`config.mk`:
```
export PLATFORM = sky130hd
export DESIGN_NAME = pcpi_mul_arbiter
export DESIGN_NICKNAME = d
export VERILOG_FILES = /design/src/rtl/pcpi_mul_arbiter.sv
export SDC_FILE = /design/constraint.sdc
export NUM_CORES = 1
export LEC_CHECK = 0
export CORE_AREA = 8 8 137 139
export DETAILED_ROUTE_END_ITERATION = 8
export DIE_AREA = 0 0 145 147
export HOLD_SLACK_MARGIN = 0.08
export PLACE_DENSITY = 0.77
export SLEW_MARGIN = 30
export SYNTH_ARGS = -nofsm -noshare
export SYNTH_HDL_FRONTEND = slang
export SYNTH_SLANG_ARGS = --single-unit
```
`constraint.sdc`:
```
create_clock -name clk -period 4.1 [get_ports clk]
set_input_delay 0.41 -clock clk [delete_from_list [all_inputs] [get_ports clk]]
set_output_delay 0.41 -clock clk [all_outputs]
set_load 0.05 [all_outputs]
```
`src/rtl/pcpi_mul_arbiter.sv`:
```
// ---------------------------------------------------------------------------
// pcpi_mul_arbiter
//   Shares one PCPI multiply co-processor (MUL/MULH/MULHSU/MULHU) between
//   NUM_REQ PCPI requesters. Each requester port looks like a PCPI slave and
//   the co-processor port is a PCPI master. Claims are arbitrated round-robin.
//   The granted operands are registered and issued to the co-processor, and
//   the result is returned as a one-cycle ready pulse. A co-processor that
//   stalls for TIMEOUT_CYCLES cycles in ISSUE is abandoned. In that case the
//   requester gets an empty (wr=0) response and timeout_err pulses.
//
// Ports
//   clk, reset      clock, synchronous active-high reset
//   req_valid       per-requester pcpi_valid          [NUM_REQ]
//   req_insn        per-requester pcpi_insn, slice i = [32*i+31:32*i]
//   req_rs1/rs2     per-requester operands, same slicing
//   req_wait        per-requester pcpi_wait (combinational)
//   req_ready       per-requester pcpi_ready, one-cycle pulse
//   req_wr          per-requester pcpi_wr
//   req_rd          shared result bus, zero outside the response cycle
//   co_valid/insn/rs1/rs2   request to the co-processor
//   co_ready/wr/rd          response from the co-processor
//   timeout_err     one-cycle pulse when an operation is aborted
// ---------------------------------------------------------------------------

// Per-requester decode: only the M-extension multiply group is claimed.
// This is funct7=0000001 on OP with funct3[2]=0. DIV/REM (funct3[2]=1) and
// every other instruction pass through unclaimed.
module pcpi_mul_claim (
   input  logic        valid_i,
   input  logic [31:0] insn_i,
   output logic        claim_o
);
   assign claim_o = valid_i
                  & (insn_i[6:0]   == 7'b0110011)
                  & (insn_i[31:25] == 7'b0000001)
                  & ~insn_i[14];
endmodule

module pcpi_mul_arbiter #(
   parameter int NUM_REQ        = 2,
   parameter int TIMEOUT_CYCLES = 64
) (
   input  logic                  clk,
   input  logic                  reset,
   input  logic [NUM_REQ-1:0]    req_valid,
   input  logic [32*NUM_REQ-1:0] req_insn,
   input  logic [32*NUM_REQ-1:0] req_rs1,
   input  logic [32*NUM_REQ-1:0] req_rs2,
   output logic [NUM_REQ-1:0]    req_wait,
   output logic [NUM_REQ-1:0]    req_ready,
   output logic [NUM_REQ-1:0]    req_wr,
   output logic [31:0]           req_rd,
   output logic                  co_valid,
   output logic [31:0]           co_insn,
   output logic [31:0]           co_rs1,
   output logic [31:0]           co_rs2,
   input  logic                  co_ready,
   input  logic                  co_wr,
   input  logic [31:0]           co_rd,
   output logic                  timeout_err
);

   localparam int GW = (NUM_REQ > 1) ? $clog2(NUM_REQ) : 1;
   localparam int CW = (TIMEOUT_CYCLES > 1) ? $clog2(TIMEOUT_CYCLES) : 1;
   localparam logic [CW-1:0] CNT_LAST = CW'(TIMEOUT_CYCLES - 1);

   typedef enum logic [1:0] {S_IDLE, S_ISSUE, S_RESP, S_HOLD} state_t;

   // Lane views of the flat requester buses.
   logic [NUM_REQ-1:0][31:0] insn_v, rs1_v, rs2_v;
   assign insn_v = req_insn;
   assign rs1_v  = req_rs1;
   assign rs2_v  = req_rs2;

   state_t                state_q, state_d;
   // grant_q also serves as last_grant. It holds the owner of the current
   // operation, and in IDLE it is the starting point of the round-robin
   // search.
   logic [GW-1:0]         grant_q, grant_d;
   logic [CW-1:0]         cnt_q, cnt_d;
   logic                  co_valid_q, co_valid_d;
   logic [31:0]           co_insn_q, co_insn_d;
   logic [31:0]           co_rs1_q, co_rs1_d;
   logic [31:0]           co_rs2_q, co_rs2_d;
   logic [NUM_REQ-1:0]    req_ready_q, req_ready_d;
   logic [NUM_REQ-1:0]    req_wr_q, req_wr_d;
   logic [31:0]           req_rd_q, req_rd_d;
   logic                  timeout_q, timeout_d;

   logic [NUM_REQ-1:0]    claim;
   logic [GW-1:0]         pick, cand;
   logic                  found;

   // ---------------------------------------------------------------------
   // Per-requester decode and wait generation
   // ---------------------------------------------------------------------
   for (genvar i = 0; i < NUM_REQ; i++) begin : g_req
      pcpi_mul_claim u_claim (
         .valid_i (req_valid[i]),
         .insn_i  (insn_v[i]),
         .claim_o (claim[i])
      );
      // Wait covers the whole claim. It drops only in the response cycle
      // of the owning requester.
      assign req_wait[i] = claim[i] & ~((state_q == S_RESP) && (grant_q == GW'(i)));
   end

   // ---------------------------------------------------------------------
   // Round-robin pick: first claim strictly after grant_q, with wrap-around.
   // ---------------------------------------------------------------------
   always_comb begin
      pick  = grant_q;
      cand  = '0;
      found = 1'b0;
      for (int k = 1; k <= NUM_REQ; k++) begin
         cand = GW'((int'(grant_q) + k) % NUM_REQ);
         if (!found && claim[cand]) begin
            found = 1'b1;
            pick  = cand;
         end
      end
   end

   // ---------------------------------------------------------------------
   // FSM next state / datapath
   // ---------------------------------------------------------------------
   always_comb begin
      state_d     = state_q;
      grant_d     = grant_q;
      cnt_d       = cnt_q;
      co_valid_d  = co_valid_q;
      co_insn_d   = co_insn_q;
      co_rs1_d    = co_rs1_q;
      co_rs2_d    = co_rs2_q;
      // Response outputs are pulses. They are loaded only on entry to
      // RESP, so they read zero everywhere else.
      req_ready_d = '0;
      req_wr_d    = '0;
      req_rd_d    = '0;
      timeout_d   = 1'b0;

      case (state_q)
         S_IDLE: begin
            if (found) begin
               grant_d    = pick;
               co_insn_d  = insn_v[pick];
               co_rs1_d   = rs1_v[pick];
               co_rs2_d   = rs2_v[pick];
               co_valid_d = 1'b1;
               cnt_d      = '0;
               state_d    = S_ISSUE;
            end
         end
         S_ISSUE: begin
            // co_ready has priority over timeout expiry in the same cycle.
            if (co_ready) begin
               co_valid_d           = 1'b0;
               req_ready_d[grant_q] = 1'b1;
               req_wr_d[grant_q]    = co_wr;
               req_rd_d             = co_rd;
               state_d              = S_RESP;
            end else if (cnt_q == CNT_LAST) begin
               co_valid_d           = 1'b0;
               req_ready_d[grant_q] = 1'b1;
               timeout_d            = 1'b1;
               state_d              = S_RESP;
            end else begin
               cnt_d = cnt_q + 1'b1;
            end
         end
         S_RESP: begin
            state_d = S_HOLD;
         end
         S_HOLD: begin
            // Valid may linger after ready. Wait for it to drop so that
            // the same request is not issued a second time.
            if (!req_valid[grant_q]) state_d = S_IDLE;
         end
         default: state_d = S_IDLE;
      endcase
   end

   always_ff @(posedge clk) begin
      if (reset) begin
         state_q     <= S_IDLE;
         grant_q     <= GW'(NUM_REQ - 1);
         cnt_q       <= '0;
         co_valid_q  <= 1'b0;
         co_insn_q   <= '0;
         co_rs1_q    <= '0;
         co_rs2_q    <= '0;
         req_ready_q <= '0;
         req_wr_q    <= '0;
         req_rd_q    <= '0;
         timeout_q   <= 1'b0;
      end else begin
         state_q     <= state_d;
         grant_q     <= grant_d;
         cnt_q       <= cnt_d;
         co_valid_q  <= co_valid_d;
         co_insn_q   <= co_insn_d;
         co_rs1_q    <= co_rs1_d;
         co_rs2_q    <= co_rs2_d;
         req_ready_q <= req_ready_d;
         req_wr_q    <= req_wr_d;
         req_rd_q    <= req_rd_d;
         timeout_q   <= timeout_d;
      end
   end

   assign co_valid    = co_valid_q;
   assign co_insn     = co_insn_q;
   assign co_rs1      = co_rs1_q;
   assign co_rs2      = co_rs2_q;
   assign req_ready   = req_ready_q;
   assign req_wr      = req_wr_q;
   assign req_rd      = req_rd_q;
   assign timeout_err = timeout_q;

endmodule
```
==> metrics.txt, run 1 <==
RePlAce Congestion=0.820; Mapped Cells=649; CP Launch Type=input port; Placed Cells=1203; maxcap violations=0; post-CTS sizing=0; synth-to-layout area growth=77.9%; H-tree depth=4; Hold-fix buffers, CTS=0; WP data arrival=2470 ps; post-route ant nets=0; min Tclk post-route=2880 ps; initial antenna violation count=0; PD cells=310 mW/mm^2; CTS tree=yes; Post-CTS Setup Inserts=0; synthesis-stage register bit count=143; port bufs=365; Worst Hold End=co_insn[26]; setup violators final=0; Hold Crit Depth=1; EDFF count, synth=0; Max Slew Vio Count=0; largest net degree at the start of global routing=55; Initial Utilization=33.8%; Worst R2R End=co_rs1[27]; share of the synthesized area in the top cell type=50.6%; maximum vdd drop=0.000273 V; DIE HEIGHT=147 um; worst slack, placed=1210 ps; Routed WL per cell=17.0 um; critical path capture point type=output port; Min-Delay Path Class=reg -> reg; Placeable Area=0.0168 mm^2; CTS clk-pin slew, worst paths=60 ps; final hold violation count=0; top cells by count, synth=nand2_1 (170), dfxtp_1 (143), nor2_1 (97), a311oi_1 (81), and2_1 (42); synth warn=0; non-filler instance count after layout=1231; RR Startpoint=state_q[0]; CTS buffer count=17; row count=48; most frequent cell after synthesis=nand2_1; worst skew pair latency=410 ps; Mapped Nets=884; status=finished clean; Slew headroom=52.9%; vias in the first global route=5793; Async S/R FF share, synth=0%; Tcrit/Tclk final=70.3%; Total GRT Usage=19.2%; Clock Tree Root=clkbuf_16; vias per cell=4.75; WS Path Type=in -> out; fraction of layout cells with a size suffix above 1=6.26%; largest area contributor in the netlist=dfxtp_1; register area share after synthesis=50.6%; Initial DRC Count=224; Setup TNS Final=0 ps; final hold slack=456 ps; cell area after layout=0.0101 mm^2; total gr overflow=0; # IOs=366; first-pass GRT wire length=32700 um; Initial DRT Pass Iterations=4; worst hold path startpoint=co_insn[26]; # diodes=0; Max Fclk=0.347 GHz; Worst Reg-to-Reg Cells=7; Synth cell types=41; critical path required time=3690 ps; post-DP HPWL=16000 um; Worst-Margin Slew=706 ps; Layout Skew=7.56 ps; Post-Route WL=20900 um; Sinks on Clock Net=143; leakage power=3.65 nW; vias=5850; R2R setup slack=1990 ps; die width=145 um; main flop type after synthesis=dfxtp_1; die footprint=0.0213 mm^2; RSZ-0062 raised after global routing=false; Post-Place Cell Area=0.00952 mm^2; Max Root-Sink Buffers=2; largest cells by area after synthesis=dfxtp_1 (51%), a311oi_1 (13%), nand2_1 (11%); critical-path maximum fanout=5; Mapped Avg Cell Area=8.72 um^2; synthesized area=0.00566 mm^2; drt drc=0; # nets final=1232; final worst-path setup slack=1220 ps
==> flip-flops by register name (all words and copies together), names as in the netlist <==
signal,cells
cnt_q,6
co_insn,32
co_rs1,32
co_rs2,32
co_valid,1
grant_q,1
req_rd,32
req_ready,2
req_wr,2
state_q,2
timeout_err,1
==> worst max-delay path, cell delays in order <==
cell and delay (ps):
clkdlybuf4s50_1 450, nor4_4 360, nand4_4 210, a21oi_1 180
clkdlybuf4s50_1 850
==> worst max path at each step <==
stage,from,endpoint,slack [ps],cells past startpoint
floorplan,req_insn[28],req_wait[0],1970,3
global placement,req_insn[28],req_wait[0],1250,5
detailed placement,req_insn[28],co_rs1[31],1210,7
CTS,req_insn[28],req_wait[0],1210,5
global route,req_insn[60],req_wait[1],1130,5
finish,req_insn[28],req_wait[0],1220,5
==> routing by layer <==
metal	GRT usage, %	up-vias	routed length [um]
li1	-	2929	-
met1	21.2	2637	8550
met2	32.6	251	10100
met3	8.00	33	1680
met4	6.84	0	537
met5	0	-	0
==> cells in the final DEF, fill, tap and decap left out, types with 2 or more instances in the layout <==
| master | Yosys | routed |
|---|---|---|
| ha_1 | 5 | 5 |
| clkinv_4 | 0 | 2 |
| and4b_2 | 2 | 2 |
| inv_1 | 6 | 6 |
| nor2_1 | 97 | 97 |
| a311oi_1 | 81 | 81 |
| nor4b_4 | 2 | 2 |
| nand2b_1 | 3 | 3 |
| o31ai_1 | 2 | 2 |
| nand3_1 | 4 | 4 |
| nor3_1 | 3 | 3 |
| and2_1 | 42 | 42 |
| or3_2 | 2 | 2 |
| a21oi_1 | 9 | 9 |
| clkdlybuf4s50_1 | 0 | 364 |
| nand4_4 | 2 | 2 |
| buf_4 | 1 | 10 |
| buf_12 | 0 | 3 |
| o21ai_0 | 4 | 4 |
| and4bb_2 | 2 | 2 |
| clkinv_2 | 0 | 4 |
| mux2i_4 | 2 | 2 |
| clkbuf_16 | 0 | 17 |
| clkinvlp_4 | 0 | 2 |
| nand2_1 | 170 | 170 |
| bufinv_16 | 0 | 2 |
| dfxtp_1 | 143 | 143 |
| nor4_4 | 2 | 2 |
==> metrics by stage <==
stage,power (mW),util [%]
finish,3.12,60.1
floorplan,1.46,-
CTS,3.16,60.1
global placement,1.69,56.8
detailed placement,1.69,56.8
global route,3.25,60.1
==> area by class of cell <==
class / count / area, um^2
sequential: 143 / 2860
clock inverter: 11 / 121
tap: 225 / 282
multi-input combinational: 452 / 2570
timing repair buffer: 377 / 3780
inverter: 6 / 22.5
clock buffer: 17 / 425
fill: 1427 / 6690
==> power breakdown <==
group | internal (mW) | leakage [nW] | switching (mW) | total [mW]
sequential | 1.39 | 1.15 | 0.000133 | 1.39
clock | 0.880 | 0.266 | 0.580 | 1.46
combinational | 0.204 | 2.23 | 0.0658 | 0.270
==> logic make-up (layout without fill, tap and decap cells) <==
group           Yosys count  after routing  share of synthesized area (%)
mux                       4              4                           1.17
xor+xnor                  1              1                          0.155
simple gates            338            338                           27.8
flops                   143            143                           50.6
buf+inv                  54            411                           3.91
fa+ha+maj                 5              5                           1.11
compound gates          104            104                           15.3
No activity file was read; power rests on OpenSTA's default activity.
==> inputs of run 2 (changes only) <==
CORE_AREA = default   (was 8 8 137 139)
CORE_MARGIN = 8   (was default)
CORE_UTILIZATION = 33   (was default)
DIE_AREA = default   (was 0 0 145 147)
clock period = 2.4 ns   (was 4.1 ns; I/O delays follow)
==> metrics.txt, run 2 (synthesis results as in run 1) <==
Routed WL per cell=16.6 um (was 17.0 um); Initial Utilization=33.2% (was 33.8%); # IOs=366 (unchanged); min Tclk post-route=1950 ps; die footprint=0.0216 mm^2 (was 0.0213 mm^2); fraction of layout cells with a size suffix above 1=7.28% (was 6.26%); Min-Delay Path Class=in -> reg (was reg -> reg); RePlAce Congestion=0.778 (was 0.820); Hold-fix buffers, CTS=1 (was 0); final hold slack=384 ps (was 456 ps); worst slack, placed=43.9 ps (was 1210 ps); Slew headroom=58.0% (was 52.9%); final core utilization=60.1% (about the same); Clock Tree Root=clkbuf_16 (unchanged); Initial DRT Pass Iterations=4 (unchanged); post-route ant nets=0 (unchanged); Post-Place Cell Area=0.00965 mm^2 (was 0.00952 mm^2); Max Slew Vio Count=0 (unchanged); DIE HEIGHT=147 um (about the same); Setup TNS Final=0 ps (unchanged); # nets final=1238 (was 1232); largest net degree at the start of global routing=48 (was 55); setup violators final=0 (unchanged); critical path required time=2160 ps (was 3690 ps); Post-Route WL=20600 um (was 20900 um); Layout Skew=13.8 ps (was 7.56 ps); Sinks on Clock Net=143 (unchanged); die width=147 um (was 145 um); Total GRT Usage=18.8% (was 19.2%); port bufs=365 (unchanged); synth-to-layout area growth=81.0% (was 77.9%); worst skew pair latency=420 ps (was 410 ps); status=finished clean (unchanged); critical path capture point type=output port (unchanged); first-pass GRT wire length=32600 um (was 32700 um); CTS tree=yes (unchanged); non-filler instance count after layout=1241 (was 1231); Max Root-Sink Buffers=2 (unchanged); Placed Cells=1208 (was 1203); Post-CTS Setup Inserts=0 (unchanged); PD cells=528 mW/mm^2 (was 310 mW/mm^2); final worst-path setup slack=445 ps (was 1220 ps); post-CTS sizing=0 (unchanged); H-tree depth=4 (unchanged); Placeable Area=0.0171 mm^2 (was 0.0168 mm^2); WP data arrival=1710 ps (was 2470 ps); WS Path Type=in -> out (unchanged); leakage power=3.73 nW (was 3.65 nW); drt drc=0 (unchanged); cell area after layout=0.0102 mm^2 (was 0.0101 mm^2); RSZ-0062 raised after global routing=false (unchanged); CP Launch Type=input port (unchanged); row count=48 (unchanged); Tcrit/Tclk final=81.5%; total gr overflow=0 (unchanged); Tot Pwr=5.41 mW (was 3.12 mW); vias in the first global route=5918 (was 5793); initial antenna violation count=0 (unchanged); Max Fclk=0.512 GHz; CTS buffer count=17 (unchanged); maximum vdd drop=0.000451 V (was 0.000273 V); vias=5863 (was 5850); # diodes=0 (unchanged); Worst-Margin Slew=626 ps (was 706 ps); Initial DRC Count=216 (was 224); maxcap violations=0 (unchanged); CTS clk-pin slew, worst paths=60 ps (about the same); critical-path maximum fanout=5 (unchanged); vias per cell=4.72 (was 4.75); most frequent cells in the layout=clkdlybuf4s50_1 (362), nand2_1 (170), dfxtp_1 (143) (was clkdlybuf4s50_1 (364), nand2_1 (170), dfxtp_1 (143)); final hold violation count=0 (unchanged); most common cell after layout, fill and taps aside=clkdlybuf4s50_1 (unchanged); post-DP HPWL=16000 um (about the same)
run 2: changes by cell type in the layout (fill, tap and decap cells not counted):
| cell | before | now |
|---|---|---|
| clkinv_2 | 4 | 1 |
| buf_4 | 10 | 9 |
| clkbuf_8 | 0 | 2 |
| bufinv_16 | 2 | 1 |
| buf_12 | 3 | 11 |
| clkinv_4 | 2 | 5 |
| inv_6 | 1 | 4 |
| dlygate4sd3_1 | 0 | 1 |
| clkdlybuf4s50_1 | 364 | 362 |
run 2: cell type report:
cell class	count	area, um^2
Sequential cell	143	2860
Timing Repair Buffer	383	3920
Fill cell	1453	6810
Clock inverter	13	129
Multi-Input combinational cell	452	2570
Inverter	6	22.5
Tap cell	225	282
Clock buffer	19	453
run 2: worst max-delay path, cell delays in order:
cell,delay [ps]
clkdlybuf4s50_1,440
nor4_4,370
nand4_4,210
a21oi_1,270
buf_12,180
run 2: metal layers:
layer  share of wire (%)  GRT usage (%)
met1                  40           20.6
met2                  49           32.5
met3                 9.6           8.09
met4                 1.5           5.46
met5                   0              0
run 2: path summary, 6_finish.rpt:
path / startpoint / to / slack, ps / cells past startpoint
min reg2reg: co_insn[29] / co_insn[29] / 460 / 1
min: co_wr / req_wr[1] / 380 / 3
max: req_insn[28] / req_wait[0] / 450 / 5
max reg2reg: state_q[1] / cnt_q[5] / 470 / 7
run 2: report_power, final:
group          internal [mW]  switching [mW]
clock                   1.50            1.07
sequential              2.37        0.000213
combinational          0.351           0.114
total                   4.23            1.18
